`src/rtl/distribution_demux_pkg.sv`:
```
// distribution_demux_pkg: constants and helpers shared by the scatter demux, its lane FIFOs and the reduction mux
package distribution_demux_pkg;

    localparam int DIST_FIFO_DEPTH = 2;
    localparam int DEFAULT_W       = 32;
    localparam int DEFAULT_NUM_OUT = 4;

    function automatic int clog2(input int n);
        int r;
        r = 0;
        while ((1 << r) < n) r++;
        return r;
    endfunction

endpackage

```
`src/rtl/distribution_demux_lane_fifo.sv`:
```
// dist_lane_fifo: two-entry lane buffer; the head always lives in head_q so the output never needs a read mux
module dist_lane_fifo
    import distribution_demux_pkg::*;
#(
    parameter int W = DEFAULT_W
) (
    input  logic         clk,
    input  logic         rst,
    input  logic         push,
    input  logic [W-1:0] push_data,
    input  logic         pop,
    output logic [W-1:0] head_data,
    output logic [1:0]   count
);

    logic [W-1:0] head_q, head_d;
    logic [W-1:0] tail_q, tail_d;
    logic [1:0]   count_q, count_d;
    logic         do_push, do_pop, to_head;

    always_comb begin
        do_pop  = pop && (count_q != 2'd0);
        do_push = push && (count_q < 2'(DIST_FIFO_DEPTH));
        to_head = (count_q == 2'd0) || (do_pop && count_q == 2'd1);
        head_d  = (do_push && to_head) ? push_data : (do_pop ? tail_q : head_q);
        tail_d  = (do_push && !to_head) ? push_data : tail_q;
        count_d = count_q + 2'(do_push) - 2'(do_pop);
    end

    always_ff @(posedge clk) begin
        if (!rst) begin
            head_q  <= '0;
            tail_q  <= '0;
            count_q <= '0;
        end else begin
            head_q  <= head_d;
            tail_q  <= tail_d;
            count_q <= count_d;
        end
    end

    // Stale slots are masked so an empty lane always presents zero
    assign head_data = (count_q != 2'd0) ? head_q : '0;
    assign count     = count_q;

endmodule

```
`src/rtl/distribution_demux.sv`:
```
// distribution_demux: scatters a tagged word stream into per-lane two-entry buffers, with broadcast and drop counting
module distribution_demux
    import distribution_demux_pkg::*;
#(
    parameter int W       = DEFAULT_W,
    parameter int NUM_OUT = DEFAULT_NUM_OUT,
    parameter int SEL_W   = 2,
    parameter int CNT_W   = 16
) (
    input  logic                 clk,
    input  logic                 rst,
    input  logic [W-1:0]         i_data,
    input  logic [SEL_W-1:0]     i_dest,
    input  logic                 i_bcast,
    input  logic                 i_valid,
    output logic                 o_ready,
    output logic [NUM_OUT*W-1:0] o_data,
    output logic [NUM_OUT-1:0]   o_valid,
    input  logic [NUM_OUT-1:0]   i_ready,
    output logic [CNT_W-1:0]     o_drop_cnt
);

    localparam logic [SEL_W:0] LANES = (SEL_W + 1)'(NUM_OUT);

    logic [NUM_OUT-1:0] push, full;
    logic               in_range, sel_full, xfer, drop;
    logic [CNT_W-1:0]   drop_cnt_q, drop_cnt_d;

    if (NUM_OUT < 2 || SEL_W < clog2(NUM_OUT)) begin : g_bad_params
        $error("distribution_demux: NUM_OUT must be >= 2 and SEL_W >= clog2(NUM_OUT)");
    end

    // o_ready depends only on registered lane fullness, never on i_ready
    always_comb begin
        in_range = {1'b0, i_dest} < LANES;
        sel_full = 1'b0;
        for (int k = 0; k < NUM_OUT; k++) sel_full = sel_full | (full[k] && (i_dest == SEL_W'(k)));
        o_ready  = rst && (i_bcast ? !(|full) : (!in_range || !sel_full));
        xfer     = i_valid && o_ready;
        drop     = xfer && !i_bcast && !in_range;
        for (int k = 0; k < NUM_OUT; k++) push[k] = xfer && (i_bcast || (i_dest == SEL_W'(k)));
        drop_cnt_d = (drop && (drop_cnt_q != '1)) ? drop_cnt_q + CNT_W'(1) : drop_cnt_q;
    end

    always_ff @(posedge clk) begin
        if (!rst) drop_cnt_q <= '0;
        else drop_cnt_q <= drop_cnt_d;
    end

    for (genvar k = 0; k < NUM_OUT; k++) begin : g_lane
        logic [1:0] count;
        dist_lane_fifo #(.W(W)) u_fifo (
            .clk       (clk),
            .rst       (rst),
            .push      (push[k]),
            .push_data (i_data),
            .pop       (i_ready[k]),
            .head_data (o_data[k*W +: W]),
            .count     (count)
        );
        assign o_valid[k] = count != 2'd0;
        assign full[k]    = count == 2'(DIST_FIFO_DEPTH);
    end

    assign o_drop_cnt = drop_cnt_q;

endmodule

```
`config.mk`:
```
export PLATFORM = sky130hd
export DESIGN_NAME = distribution_demux
export DESIGN_NICKNAME = d
export VERILOG_FILES = /design/src/rtl/distribution_demux_pkg.sv /design/src/rtl/distribution_demux_lane_fifo.sv /design/src/rtl/distribution_demux.sv
export SDC_FILE = /design/constraint.sdc
export NUM_CORES = 1
export LEC_CHECK = 0
export CORE_MARGIN = 2
export CORE_UTILIZATION = 58
export DETAILED_ROUTE_END_ITERATION = 10
export PLACE_DENSITY = 0.85
export RECOVER_POWER = 25
export SLEW_MARGIN = 25
export SYNTH_ARGS = -nofsm -noshare
export SYNTH_HDL_FRONTEND = slang
export SYNTH_SLANG_ARGS = --single-unit
```
`constraint.sdc`:
```
create_clock -name clk -period 4.5 [get_ports clk]
set_input_delay 0.675 -clock clk [delete_from_list [all_inputs] [get_ports clk]]
set_output_delay 0.675 -clock clk [all_outputs]
set_load 0.02 [all_outputs]
```
---- Yosys cells after proc, flatten, opt, wreduce, memory -nomap -nowiden ----
Index checks and enable logic that the tools add are counted.
operators by class
  bitwise gates (word level) .............. 3
  magnitude comparators ................... 4
  multiplexer cells ....................... 13
  equality and inequality tests ........... 11
  reductions and logical operators ........ 58
  add/subtract/negate cells ............... 8
operators by type and width
  operator                                           number
  two-way mux 32 bit                                 12
  logical AND 1 bit                                  30
  nonzero test 2 bit                                 8
  == test 2 bit, second input constant               6
  == test 2 x 1 -> 1 bit, second input constant      5
  zero test 2 bit                                    5
  adder 2 x 1 -> 2 bit                               4
  logical OR 1 bit                                   8
  less-than comparator 2 bit, second input constant  4
  subtractor 2 x 1 -> 2 bit                          4
  zero test 1 bit                                    6
  OR reduction 4 bit                                 1
  bitwise OR 1 bit                                   3
  two-way mux 1 bit                                  1
word-level totals
  output and inout bits ................... 149
  bits of input ports ..................... 42
  word-level logic and storage cells ...... 109
  flip-flop bits (word level) ............. 264

---- Logic depth before layout (Yosys ltp) ----
Gate-level depths: netlist of the first run.
  depth in word-level cells ............... 13
  gate-level depth with buffers ........... 10
  gate-level depth less buffers ........... 8

---- By module ----
A second synthesis of the first run with hierarchy kept.
second synthesis, totals
  cell total of the unflattened synthesis .. 1533
  area, all modules ....................... 12389.4 um2
modules (own cells, without submodules)
  module              area an instance (um2)  sequential area each (um2)  cells each  instances
  dist_lane_fifo      3021.6                  1321.3                      373         4
  distribution_demux  302.8                   0.0                         41          1

---- Worst setup path before layout of the first run ----
No wires, ideal clock.
  kind .................................... input -> output
  start ................................... input port rst
  end ..................................... output port o_ready
  arrival ................................. 1.789 ns
  buffers on the path ..................... 2
  setup slack ............................. 2.036 ns
  stages on the path ...................... 4
  required time ........................... 3.825 ns
  cell sequence ........................... clkbuf_1 > clkbuf_1 > inv_1 > a211oi_1
on the way
  cells in the longest elaborated chain, start to end .. 1
RTL lines
  element            RTL line                  RTL
  from (decl)        distribution_demux.sv:11  input logic rst,
  logical AND 1 bit  distribution_demux.sv:38  o_ready = rst && (i_bcast ? !(|full) : (!in_range || !sel_full));
  to (decl)          distribution_demux.sv:16  output logic o_ready,
Every way passes these cells.

---- Worst setup path after layout of the first run ----
  start ................................... register g_lane[1].u_fifo.count_q[1]
  end ..................................... register g_lane[2].u_fifo.head_q[21]
on the way
  cells in the longest elaborated chain, start to end .. 13
  elaborated cells on any way between the ends .. 16
  classes of those cells .................. 1 x eq/ne; 2 x mux; 3 x bitwise; 10 x reduce/logical
RTL lines
  element                                                   RTL line                            RTL
  from (decl)                                               distribution_demux_lane_fifo.sv:18  logic [1:0] count_q, count_d;
  from (signal assigned)                                    distribution_demux_lane_fifo.sv:38  count_q <= count_d;
  == test 2 bit *                                           distribution_demux.sv:62            assign full[k] = count == 2'(DIST_FIFO_DEPTH);
  logical AND 1 bit                                         distribution_demux.sv:37            for (int k = 0; k < NUM_OUT; k++) sel_full = sel_full | (full[k] && (i_dest == SEL_W'(k)));
  bitwise OR 1 bit (3 in a row)                             distribution_demux.sv:37
  zero test 1 bit                                           distribution_demux.sv:38
  two-way mux 1 bit *                                       distribution_demux.sv:38
  logical AND 1 bit *                                       distribution_demux.sv:38
  logical AND 1 bit *                                       distribution_demux.sv:39            xfer = i_valid && o_ready;
  logical AND 1 bit *                                       distribution_demux.sv:41            for (int k = 0; k < NUM_OUT; k++) push[k] = xfer && (i_bcast || (i_dest == SEL_W'(k)));
  logical AND 1 bit *                                       distribution_demux_lane_fifo.sv:23  do_push = push && (count_q < 2'(DIST_FIFO_DEPTH));
  logical AND 1 bit *                                       distribution_demux_lane_fifo.sv:25  head_d = (do_push && to_head) ? push_data : (do_pop ? tail_q : head_q);
  two-way mux 32 bit or nonzero test 2 bit (tied branches)  --
  to (signal assigned)                                      distribution_demux_lane_fifo.sv:32  head_q <= '0;
  to (signal assigned)                                      distribution_demux_lane_fifo.sv:36  head_q <= head_d;
  to (decl)                                                 distribution_demux_lane_fifo.sv:16  logic [W-1:0] head_q, head_d;
Mark *: on every way between the ends. The rest lies on a longest branch, timed or not.
A chain may end at the register's enable or synchronous reset.

==> results_dict.tcl, run 1 <==
set metrics [dict create \
    setup_total_negative_slack_ps 0 \
    number_of_cells_produced_by_synthesis 1254 \
    nNetsFinal 1429 \
    synthesis.area_um2 12300 \
    numPlacedInstances 1624 \
    wp_data_required_ps 4930 \
    yosysTopAreaCell "sky130_fd_sc_hd__dfxtp_1" \
    fin_worst_skew_ps 8.98 \
    synth-edff-count 0 \
    yosys.area_share.adder_pct 0.816 \
    wirelength_um 29800 \
    final_hold_violations 0 \
    failed_checks "capacitance limit, slew limit" \
    synth-compound-area-share_pct 0.663 \
    setup.worst_path.class "reg -> reg" \
    antennaDiodeCount 0 \
    reg2reg_setup_slack_ps 800 \
    final_cell_count_no_fill 1673 \
    hold_path_depth 2 \
    leakage_nw 6.73 \
    min-delay-path-class "reg -> reg" \
    worstPathMaxFanout 22 \
    final_layout_size_suffix_gt1_share_pct 14.1 \
    basic_gate_share_of_the_synthesized_area_counting_and_or_nand_and_nor_cells_pct 17.2 \
    syn_avg_cell_area_um2 9.78 \
    cts_root_buf "sky130_fd_sc_hd__clkbuf_16" \
    cts.repair.resized 0 \
    postSynth.asyncResetShare_pct 0 \
    cts_tree "built" \
    drt_iter0_drc 540 \
    top_area_cells_in_the_synthesized_netlist "sky130_fd_sc_hd__dfxtp_1 (43%), sky130_fd_sc_hd__mux2i_1 (21%), sky130_fd_sc_hd__mux2_2 (12%)" \
    hpwlAfterDp_um 18400 \
    avgRoutedWirePerCell_um 17.8 \
    synth.lib_cells_used.distinct 33 \
    ys_seq_area_share_pct 43.1 \
    post_drt_via_cell_ratio 5.41 \
    synth_top_area_share_pct 43.1 \
    clk_path_buf_depth 3 \
    antenna_found_initial 0 \
    postRouteAntennaNets 0 \
    cts_made_buffers 27 \
    die_area_um2 22300 \
    most_numerous_cell_in_the_yosys_netlist "sky130_fd_sc_hd__nand2_1" \
    setup_viol_count_final 0 \
    reg2regPathDepth 5 \
    cts_max_level 1 \
    clk-insertion-delay-late_ps 520 \
    post_cts_setup_buffers 0 \
    layout-area-overhead-vs-synth_pct 22.6 \
    die_h_um 149 \
    cp-start-kind "flop" \
    rsz0062_at_grt "no" \
    drt_pre_antenna_iters 5 \
    ys.flop_type "sky130_fd_sc_hd__dfxtp_1" \
    max_cap_violations 2 \
    vias_in_the_first_global_route 8895 \
    yosys_register_bits 264 \
    max_slew_vio_count 44 \
    clk_pin_slew_worst_paths_ps 60 \
    synth_mux_area_share_pct 32.8 \
    vias 9045 \
    critPathCaptureType "flop" \
    min_period_over_period_pct 82.3 \
    grt_max_degree 223 \
    run_status "finished, violations left" \
    netlist_top_cells_count "sky130_fd_sc_hd__nand2_1 (289), sky130_fd_sc_hd__dfxtp_1 (264), sky130_fd_sc_hd__mux2i_1 (256)" \
    max_slew.worst_pin.slew_ps 2170 \
    crit-reg2reg-capture "g_lane[2].u_fifo.head_q[21]" \
    wire_length_of_the_first_global_routing_pass_um 46500 \
    post-route-min-period_ps 3700 \
    grtUsageTotal_pct 26.0 \
    floorplan.initialDensity_pct 58.7 \
    min_to "g_lane[3].u_fifo.tail_q[2]" \
    maxSlewHeadroom_pct -45.9 \
    placement_rows 53 \
    ys_warns 0 \
    clock_sink_count 264 \
    crit-reg2reg-launch "g_lane[1].u_fifo.count[1]" \
    die_width_um 149 \
    synth_top_family_by_area "multiplexers" \
    port_buffers 174 \
    design.core.area_um2 20900 \
    grt-ovfl-total 0 \
    remaining_drc_errors 0 \
    fmax_mhz 270 \
    pwr_dens_nw_per_um2 521 \
    gp_congestion 0.829 \
    hold_buffers_post_cts 0 \
    timing.hold.worst.start "g_lane[3].u_fifo.tail_q[2]" \
    cp_data_arrival_time_ps 4140 \
    maximum_resistive_drop_on_vdd_v 0.000434 \
    synth_xor_xnor_area_share_pct 0.571 \
    top_level_ports 191 \
]
where the power goes:
part / total [W] / switching, W / internal, W
sequential: 0.00285 / 0.000196 / 0.00265
clock: 0.00230 / 0.000903 / 0.00140
combinational: 0.00268 / 0.00148 / 0.00120
routing by layer:
metal,vias to the layer above,wire length (um),track usage [%]
met3,49,1630,3.87
met1,4377,13200,34.8
li1,4375,-,-
met5,-,0,0
met2,244,14200,43.9
met4,0,764,7.52
worst max path at each step:
stage                               from                          end  slack [ps]  cells past startpoint
2_1_floorplan                        rst                      o_ready        2040                      4
3_3_place_gp                   i_dest[1]                      o_ready        1200                      4
3_5_place_dp                   i_dest[1]                      o_ready        1170                      4
4_1_cts        g_lane[1].u_fifo.count[1]                      o_ready        1040                      4
5_1_grt        g_lane[1].u_fifo.count[1]  g_lane[2].u_fifo.head_q[14]         630                      5
6_report       g_lane[1].u_fifo.count[1]  g_lane[2].u_fifo.head_q[21]         800                      5
logic make-up after synthesis:
kind of cell / Yosys count
xor gates and xnor gates: 8
adders and majority gates: 8
DFF: 264
and+or+nand+nor: 453
AOI/OAI and AO/OA: 13
buffers and inverters: 122
muxes: 385
other: 1
final cells by class:
cell class,count,area [um^2]
clock buffer,40,805
clock inverter,8,115
fill,1533,5850
inverter,18,67.6
multi-input combinational,883,6540
sequential,264,5290
tap,275,344
timing repair buffer,185,1880
registers in the layout, indices dropped and copies added, names as in the netlist:
| name | cells |
|---|---|
| g_lane.u_fifo.head_q | 128 |
| g_lane.u_fifo.tail_q | 128 |
| g_lane.u_fifo.count | 8 |
cell usage in the layout (no fill, tap or decap), types with 2 or more instances in the layout:
cell                              instances
sky130_fd_sc_hd__nand2_1                289
sky130_fd_sc_hd__dfxtp_1                264
sky130_fd_sc_hd__mux2i_1                256
sky130_fd_sc_hd__clkdlybuf4s50_1        173
sky130_fd_sc_hd__nor2b_1                132
sky130_fd_sc_hd__mux2_2                 128
sky130_fd_sc_hd__clkbuf_16               27
sky130_fd_sc_hd__inv_1                   18
sky130_fd_sc_hd__conb_1                  16
sky130_fd_sc_hd__clkbuf_8                 9
sky130_fd_sc_hd__ha_1                     8
sky130_fd_sc_hd__nor2_1                   7
sky130_fd_sc_hd__clkbuf_1                 5
sky130_fd_sc_hd__clkinv_2                 5
sky130_fd_sc_hd__buf_4                    5
sky130_fd_sc_hd__nor3_1                   4
sky130_fd_sc_hd__o21ai_4                  4
sky130_fd_sc_hd__nor2_4                   4
sky130_fd_sc_hd__xor2_1                   4
sky130_fd_sc_hd__xnor2_1                  4
sky130_fd_sc_hd__nand3b_1                 3
sky130_fd_sc_hd__o21ai_0                  3
sky130_fd_sc_hd__and2_1                   3
sky130_fd_sc_hd__bufinv_16                3
sky130_fd_sc_hd__buf_12                   3
sky130_fd_sc_hd__nand2b_1                 2
sky130_fd_sc_hd__a21o_1                   2
sky130_fd_sc_hd__or3_2                    2
sky130_fd_sc_hd__nor3_4                   2
sky130_fd_sc_hd__clkbuf_2                 2
metrics by stage:
step                hold slack [ps]  power (W)  util, %  worst slack, ps  instance area (um^2)
global route                    473    0.00816     72.0              630                 15000
detailed placement              451    0.00552     67.6             1170                 14100
floorplan                       436    0.00467        -             2040                 12300
global placement                444    0.00544     67.4             1200                 14100
CTS                             460    0.00782     72.0             1040                 15000
finish                          458    0.00783     72.0              798                 15000
worst max-delay path: stages, from the launching register on:
cell and delay, ps:
sky130_fd_sc_hd__dfxtp_1 420, sky130_fd_sc_hd__nor2b_1 210, sky130_fd_sc_hd__o41a_1 670, sky130_fd_sc_hd__nor3_1 1760
sky130_fd_sc_hd__buf_12 320, sky130_fd_sc_hd__mux2i_1 220
No activity file was read; power rests on OpenSTA's default activity.
==> run 2, diff against run 1 <==
--- a/config.mk
+++ b/config.mk
@@ -6,9 +6,9 @@
 export NUM_CORES = 1
 export LEC_CHECK = 0
 export CORE_MARGIN = 2
-export CORE_UTILIZATION = 58
+export CORE_UTILIZATION = 49
 export DETAILED_ROUTE_END_ITERATION = 10
-export PLACE_DENSITY = 0.85
+export PLACE_DENSITY = 0.77
 export RECOVER_POWER = 25
 export SLEW_MARGIN = 25
 export SYNTH_ARGS = -nofsm -noshare
==> constraint.sdc (replaced) <==
create_clock -name clk -period 3.2 [get_ports clk]
set_input_delay 0.48 -clock clk [delete_from_list [all_inputs] [get_ports clk]]
set_output_delay 0.48 -clock clk [all_outputs]
set_load 0.02 [all_outputs]
==> results_dict.tcl, run 2 (synthesized netlist as in run 1, its figures left out) <==
set metrics [dict create \
    layout_commonest_cell "sky130_fd_sc_hd__nand2_1" \
    cts_max_level 1 \
    clk_path_buf_depth 3 \
    cts_made_buffers 28 \
    crit_slowest_cell "sky130_fd_sc_hd__clkbuf_2" \
    cp-start-kind "flop" \
    critPathMaxStageDelay_ps 1000 \
    run_status "finished clean" \
    postPlaceCellArea_um2 14200 \
    die_area_um2 26300 \
    final_hold_violations 0 \
    route.met3.wl_um 1640 \
    worst-path-buf-inv 2 \
    maximum_resistive_drop_on_vdd_v 0.000422 \
    port_buffers 174 \
    remaining_drc_errors 0 \
    worstSetupPathDepth 6 \
    clk_pin_slew_worst_paths_ps 60 \
    floorplan.initialDensity_pct 50.1 \
    cp_data_arrival_time_ps 3500 \
    max_slew.worst_pin.slew_ps 1410 \
    mostFrequentLayoutCells "sky130_fd_sc_hd__nand2_1 (289), sky130_fd_sc_hd__dfxtp_1 (264), sky130_fd_sc_hd__mux2i_1 (256), sky130_fd_sc_hd__clkdlybuf4s50_1 (173), sky130_fd_sc_hd__nor2b_1 (132)" \
    top_layer "met4" \
    hold_buffers_post_cts 0 \
    post_cts_setup_buffers 0 \
    grt_max_degree 217 \
    maxSlewHeadroom_pct 6.30 \
    max_slew_vio_count 0 \
    clock_sink_count 264 \
    worst_hold_margin_ps 234 \
    design.core.area_um2 24500 \
    setup.worst_path.class "reg -> reg" \
    critical_path.endpoint "g_lane[1].u_fifo.head_q[22]" \
    setup_viol_count_final 0 \
    layout-area-overhead-vs-synth_pct 23.3 \
    hpwlAfterDp_um 19000 \
    cts.repair.resized 0 \
    wire_length_of_the_first_global_routing_pass_um 47000 \
    gp_congestion 0.797 \
    critPathCaptureType "flop" \
    reg2regPathDepth 6 \
    antennaDiodeCount 0 \
    final_layout_size_suffix_gt1_share_pct 14.8 \
    vias 8995 \
    finish.utilization_pct 61.8 \
    grt-ovfl-total 0 \
    pwr_dens_nw_per_um2 727 \
    cts_root_buf "sky130_fd_sc_hd__clkbuf_16" \
    max_cap_violations 0 \
    leakage_nw 6.77 \
    nNetsFinal 1438 \
    startpoint "g_lane[1].u_fifo.count[0]" \
    vias_in_the_first_global_route 8935 \
    top_level_ports 191 \
    antenna_found_initial 0 \
    avgRoutedWirePerCell_um 17.1 \
    final_cell_area_um2 15100 \
    grtUsageTotal_pct 22.3 \
    drt_pre_antenna_iters 5 \
    postRouteAntennaNets 0 \
    post-route-min-period_ps 3060 \
    timing.critical_path.cells "nor2b_1, o41a_1, clkbuf_1, nor3_4, clkbuf_2, mux2i_1" \
    num-fill-cells 2043 \
    min-delay-path-class "in -> reg" \
    placement_rows 57 \
    post_drt_via_cell_ratio 5.19 \
    cts_tree "built" \
    min_period_over_period_pct 95.5 \
    met1_wire_length_um 13500 \
    rsz0062_at_grt "no" \
    crit-reg2reg-capture "g_lane[1].u_fifo.head_q[22]" \
    worstPathMaxFanout 32 \
    reg2reg_setup_slack_ps 140 \
    fmax_mhz 327 \
    clk-insertion-delay-late_ps 530 \
    crit-reg2reg-launch "g_lane[1].u_fifo.count[0]" \
    wp_data_required_ps 3640 \
    setup_total_negative_slack_ps 0 \
    die_h_um 162 \
    met2RoutedLength_um 14000 \
    fin_worst_skew_ps 8.88 \
    die_width_um 162 \
    critPathTopFamily "buffers and inverters" \
    wirelength_um 29700 \
    drt_iter0_drc 508 \
]
[run 2: worst min path at each step]
stage / startpoint / to / cells past startpoint
floorplan: g_lane[1].u_fifo.tail_q[10] / g_lane[1].u_fifo.tail_q[10] / 2
global placement: g_lane[3].u_fifo.tail_q[13] / g_lane[3].u_fifo.tail_q[13] / 2
detailed placement: g_lane[2].u_fifo.tail_q[16] / g_lane[2].u_fifo.tail_q[16] / 2
CTS: rst / g_lane[3].u_fifo.count[0] / 2
global route: rst / g_lane[0].u_fifo.count[0] / 2
finish: rst / g_lane[3].u_fifo.count[0] / 2
[run 2: layout make-up]
cell class                      instances  area [um^2]  area share, %
Sequential cell                       264         5290           34.9
Tap cell                              324          405           2.68
Inverter                               18         67.6          0.447
Timing Repair Buffer                  193         1890           12.5
Clock inverter                         12          116          0.769
Clock buffer                           40          827           5.47
Multi-Input combinational cell        883         6530           43.2
[run 2: power breakdown]
part | switching (W) | internal [W] | total, W
clock | 0.00132 | 0.00196 | 0.00327
combinational | 0.00208 | 0.00166 | 0.00374
sequential | 0.000262 | 0.00373 | 0.00399
[run 2: layer usage]
layer | GRT usage (%) | up-vias
li1 | - | 4393
met1 | 30.2 | 4340
met2 | 37.9 | 220
met3 | 2.78 | 42
met4 | 5.35 | 0
met5 | 0 | -
[run 2: through the flow]
step | instances | total power [W] | worst slack, ps
after global placement | 1682 | 0.00775 | 272
after detailed placement | 1682 | 0.00783 | 278
final | 1734 | 0.0110 | 143
after global routing | 1734 | 0.0115 | 32.8
after floorplan | 1269 | 0.00656 | 1020
after CTS | 1734 | 0.0111 | 153
[run 2: worst register-to-register path, delay by kind of cell (launching register included)]
family | cells | cell delay (ps)
and+or+nand+nor | 2 | 360
AOI/OAI and AO/OA | 1 | 530
buffers and inverters | 2 | 1290
muxes | 1 | 310
DFF | 1 | 470
==> run 3, diff against run 2 <==
--- a/config.mk
+++ b/config.mk
@@ -5,6 +5,7 @@
 export SDC_FILE = /design/constraint.sdc
 export NUM_CORES = 1
 export LEC_CHECK = 0
+export CORE_ASPECT_RATIO = 2
 export CORE_MARGIN = 2
 export CORE_UTILIZATION = 49
 export DETAILED_ROUTE_END_ITERATION = 10
==> results_dict.tcl, run 3 (synthesized netlist as in run 1, its figures left out) <==
set metrics [dict create \
    run_status "finished clean" \
    placement_rows 81 \
    final_hold_violations 0 \
    clk-insertion-delay-late_ps 510 \
    die_width_um 116 \
    layout_commonest_cell "sky130_fd_sc_hd__nand2_1" \
    hpwlAfterDp_um 21200 \
    final_cell_count_no_fill 1735 \
    pwr_dens_nw_per_um2 692 \
    fin_worst_skew_ps 13.1 \
    hold_path_depth 3 \
    setup_ws_ps 207 \
    detailedPlace.worstSlack_ps 290 \
    drt_iter0_drc 483 \
    min_period_over_period_pct 93.5 \
    mostFrequentLayoutCells "sky130_fd_sc_hd__nand2_1 (289), sky130_fd_sc_hd__dfxtp_1 (264), sky130_fd_sc_hd__mux2i_1 (256), sky130_fd_sc_hd__clkdlybuf4s50_1 (172), sky130_fd_sc_hd__nor2b_1 (132)" \
    rsz0062_at_grt "no" \
    drt_pre_antenna_iters 4 \
    antennaDiodeCount 0 \
    reg2regPathDepth 6 \
    cp_data_arrival_time_ps 2510 \
    die_h_um 228 \
    leakage_nw 6.66 \
    fmax_mhz 334 \
    min_to "g_lane[1].u_fifo.head_q[11]" \
    reg2reg_setup_slack_ps 230 \
    remaining_drc_errors 0 \
    grt_max_degree 132 \
    maxSlewHeadroom_pct 21.0 \
    avgRoutedWirePerCell_um 18.3 \
    floorplan.initialDensity_pct 50.0 \
    cts_root_buf "sky130_fd_sc_hd__clkbuf_16" \
    die_area_um2 26400 \
    clock_sink_count 264 \
    vias 9040 \
    cts_max_level 1 \
    post_drt_via_cell_ratio 5.21 \
    numPlacedInstances 1696 \
    maximum_resistive_drop_on_vdd_v 0.000456 \
    worstPathMaxFanout 26 \
    setup_viol_count_final 0 \
    critPathCaptureType "output pin" \
    postRouteAntennaNets 0 \
    port_buffers 174 \
    timing.hold.worst.start "rst" \
    top_level_ports 191 \
    crit-reg2reg-capture "g_lane[0].u_fifo.head_q[2]" \
    grtUsageTotal_pct 23.9 \
    post-route-min-period_ps 2990 \
    wp_data_required_ps 2720 \
    wire_length_of_the_first_global_routing_pass_um 49500 \
    gp_congestion 0.809 \
    cts_tree "built" \
    layout-area-overhead-vs-synth_pct 21.6 \
    grt-ovfl-total 0 \
    wirelength_um 31800 \
    final_layout_size_suffix_gt1_share_pct 13.8 \
    vias_in_the_first_global_route 9308 \
    crit-reg2reg-launch "g_lane[3].u_fifo.count[1]" \
    max_slew.worst_pin.slew_ps 1190 \
    max_slew_vio_count 0 \
    setup.worst_path.class "reg -> out" \
    clk_path_buf_depth 3 \
    clk_pin_slew_worst_paths_ps 70 \
    min-delay-path-class "in -> reg" \
    worst_hold_margin_ps 419 \
    setup_total_negative_slack_ps 0 \
    post_cts_setup_buffers 0 \
    design.core.area_um2 24500 \
    cp-start-kind "flop" \
    antenna_found_initial 0 \
    cts_made_buffers 23 \
    max_cap_violations 0 \
    nNetsFinal 1439 \
    finish.utilization_pct 60.8 \
]
-- run 3: through the flow --
step	power [W]	area (um^2)
after floorplan	0.00656	12300
after global placement	0.00779	14300
after detailed placement	0.00788	14300
after CTS	0.0104	15000
after global routing	0.0108	14900
final	0.0103	14900
-- run 3: final cells by class --
type | count | area [um^2]
Multi-Input combinational cell | 883 | 6540
Clock inverter | 4 | 20.0
Inverter | 18 | 67.6
Fill cell | 2125 | 9610
Tap cell | 332 | 415
Sequential cell | 264 | 5290
Clock buffer | 35 | 641
Timing Repair Buffer | 199 | 1950
-- run 3: worst max path at each step --
stage | start | end | slack [ps]
global route | g_lane[3].u_fifo.count[1] | g_lane[0].u_fifo.head_q[4] | 80
finish | g_lane[3].u_fifo.count[1] | o_data[96] | 210
detailed placement | i_dest[1] | o_ready | 290
CTS | g_lane[3].u_fifo.count[1] | o_ready | 60
floorplan | g_lane[3].u_fifo.count[1] | o_ready | 1020
global placement | i_dest[1] | g_lane[2].u_fifo.head_q[2] | 120
-- run 3: metal layers --
metal	vias to the layer above	GRT usage (%)	part of all wire, %	routed length [um]
li1	4386	-	-	-
met1	4373	27.6	40	12700
met2	212	43.6	53	16700
met3	69	2.34	3.2	1020
met4	0	10.3	4.2	1320
met5	-	0	0	0
-- run 3: critical path, cell delays in order, from the launching register on --
cell and delay (ps):
sky130_fd_sc_hd__dfxtp_1 410, sky130_fd_sc_hd__nor2_4 630, sky130_fd_sc_hd__buf_4 300, sky130_fd_sc_hd__nor2b_1 60, sky130_fd_sc_hd__clkdlybuf4s50_1 590
-- run 3: where the power goes --
group          switching (W)  leakage [nW]  internal, W
sequential          0.000278          2.14      0.00372
combinational        0.00210          4.19      0.00166
clock                0.00119         0.325      0.00138
-- run 3: repair_timing --
action / in CTS / in global routing
endpoints found under the setup margin: 0 / 1
resized for setup: 0 / 1
hold buffers: 0 / 0
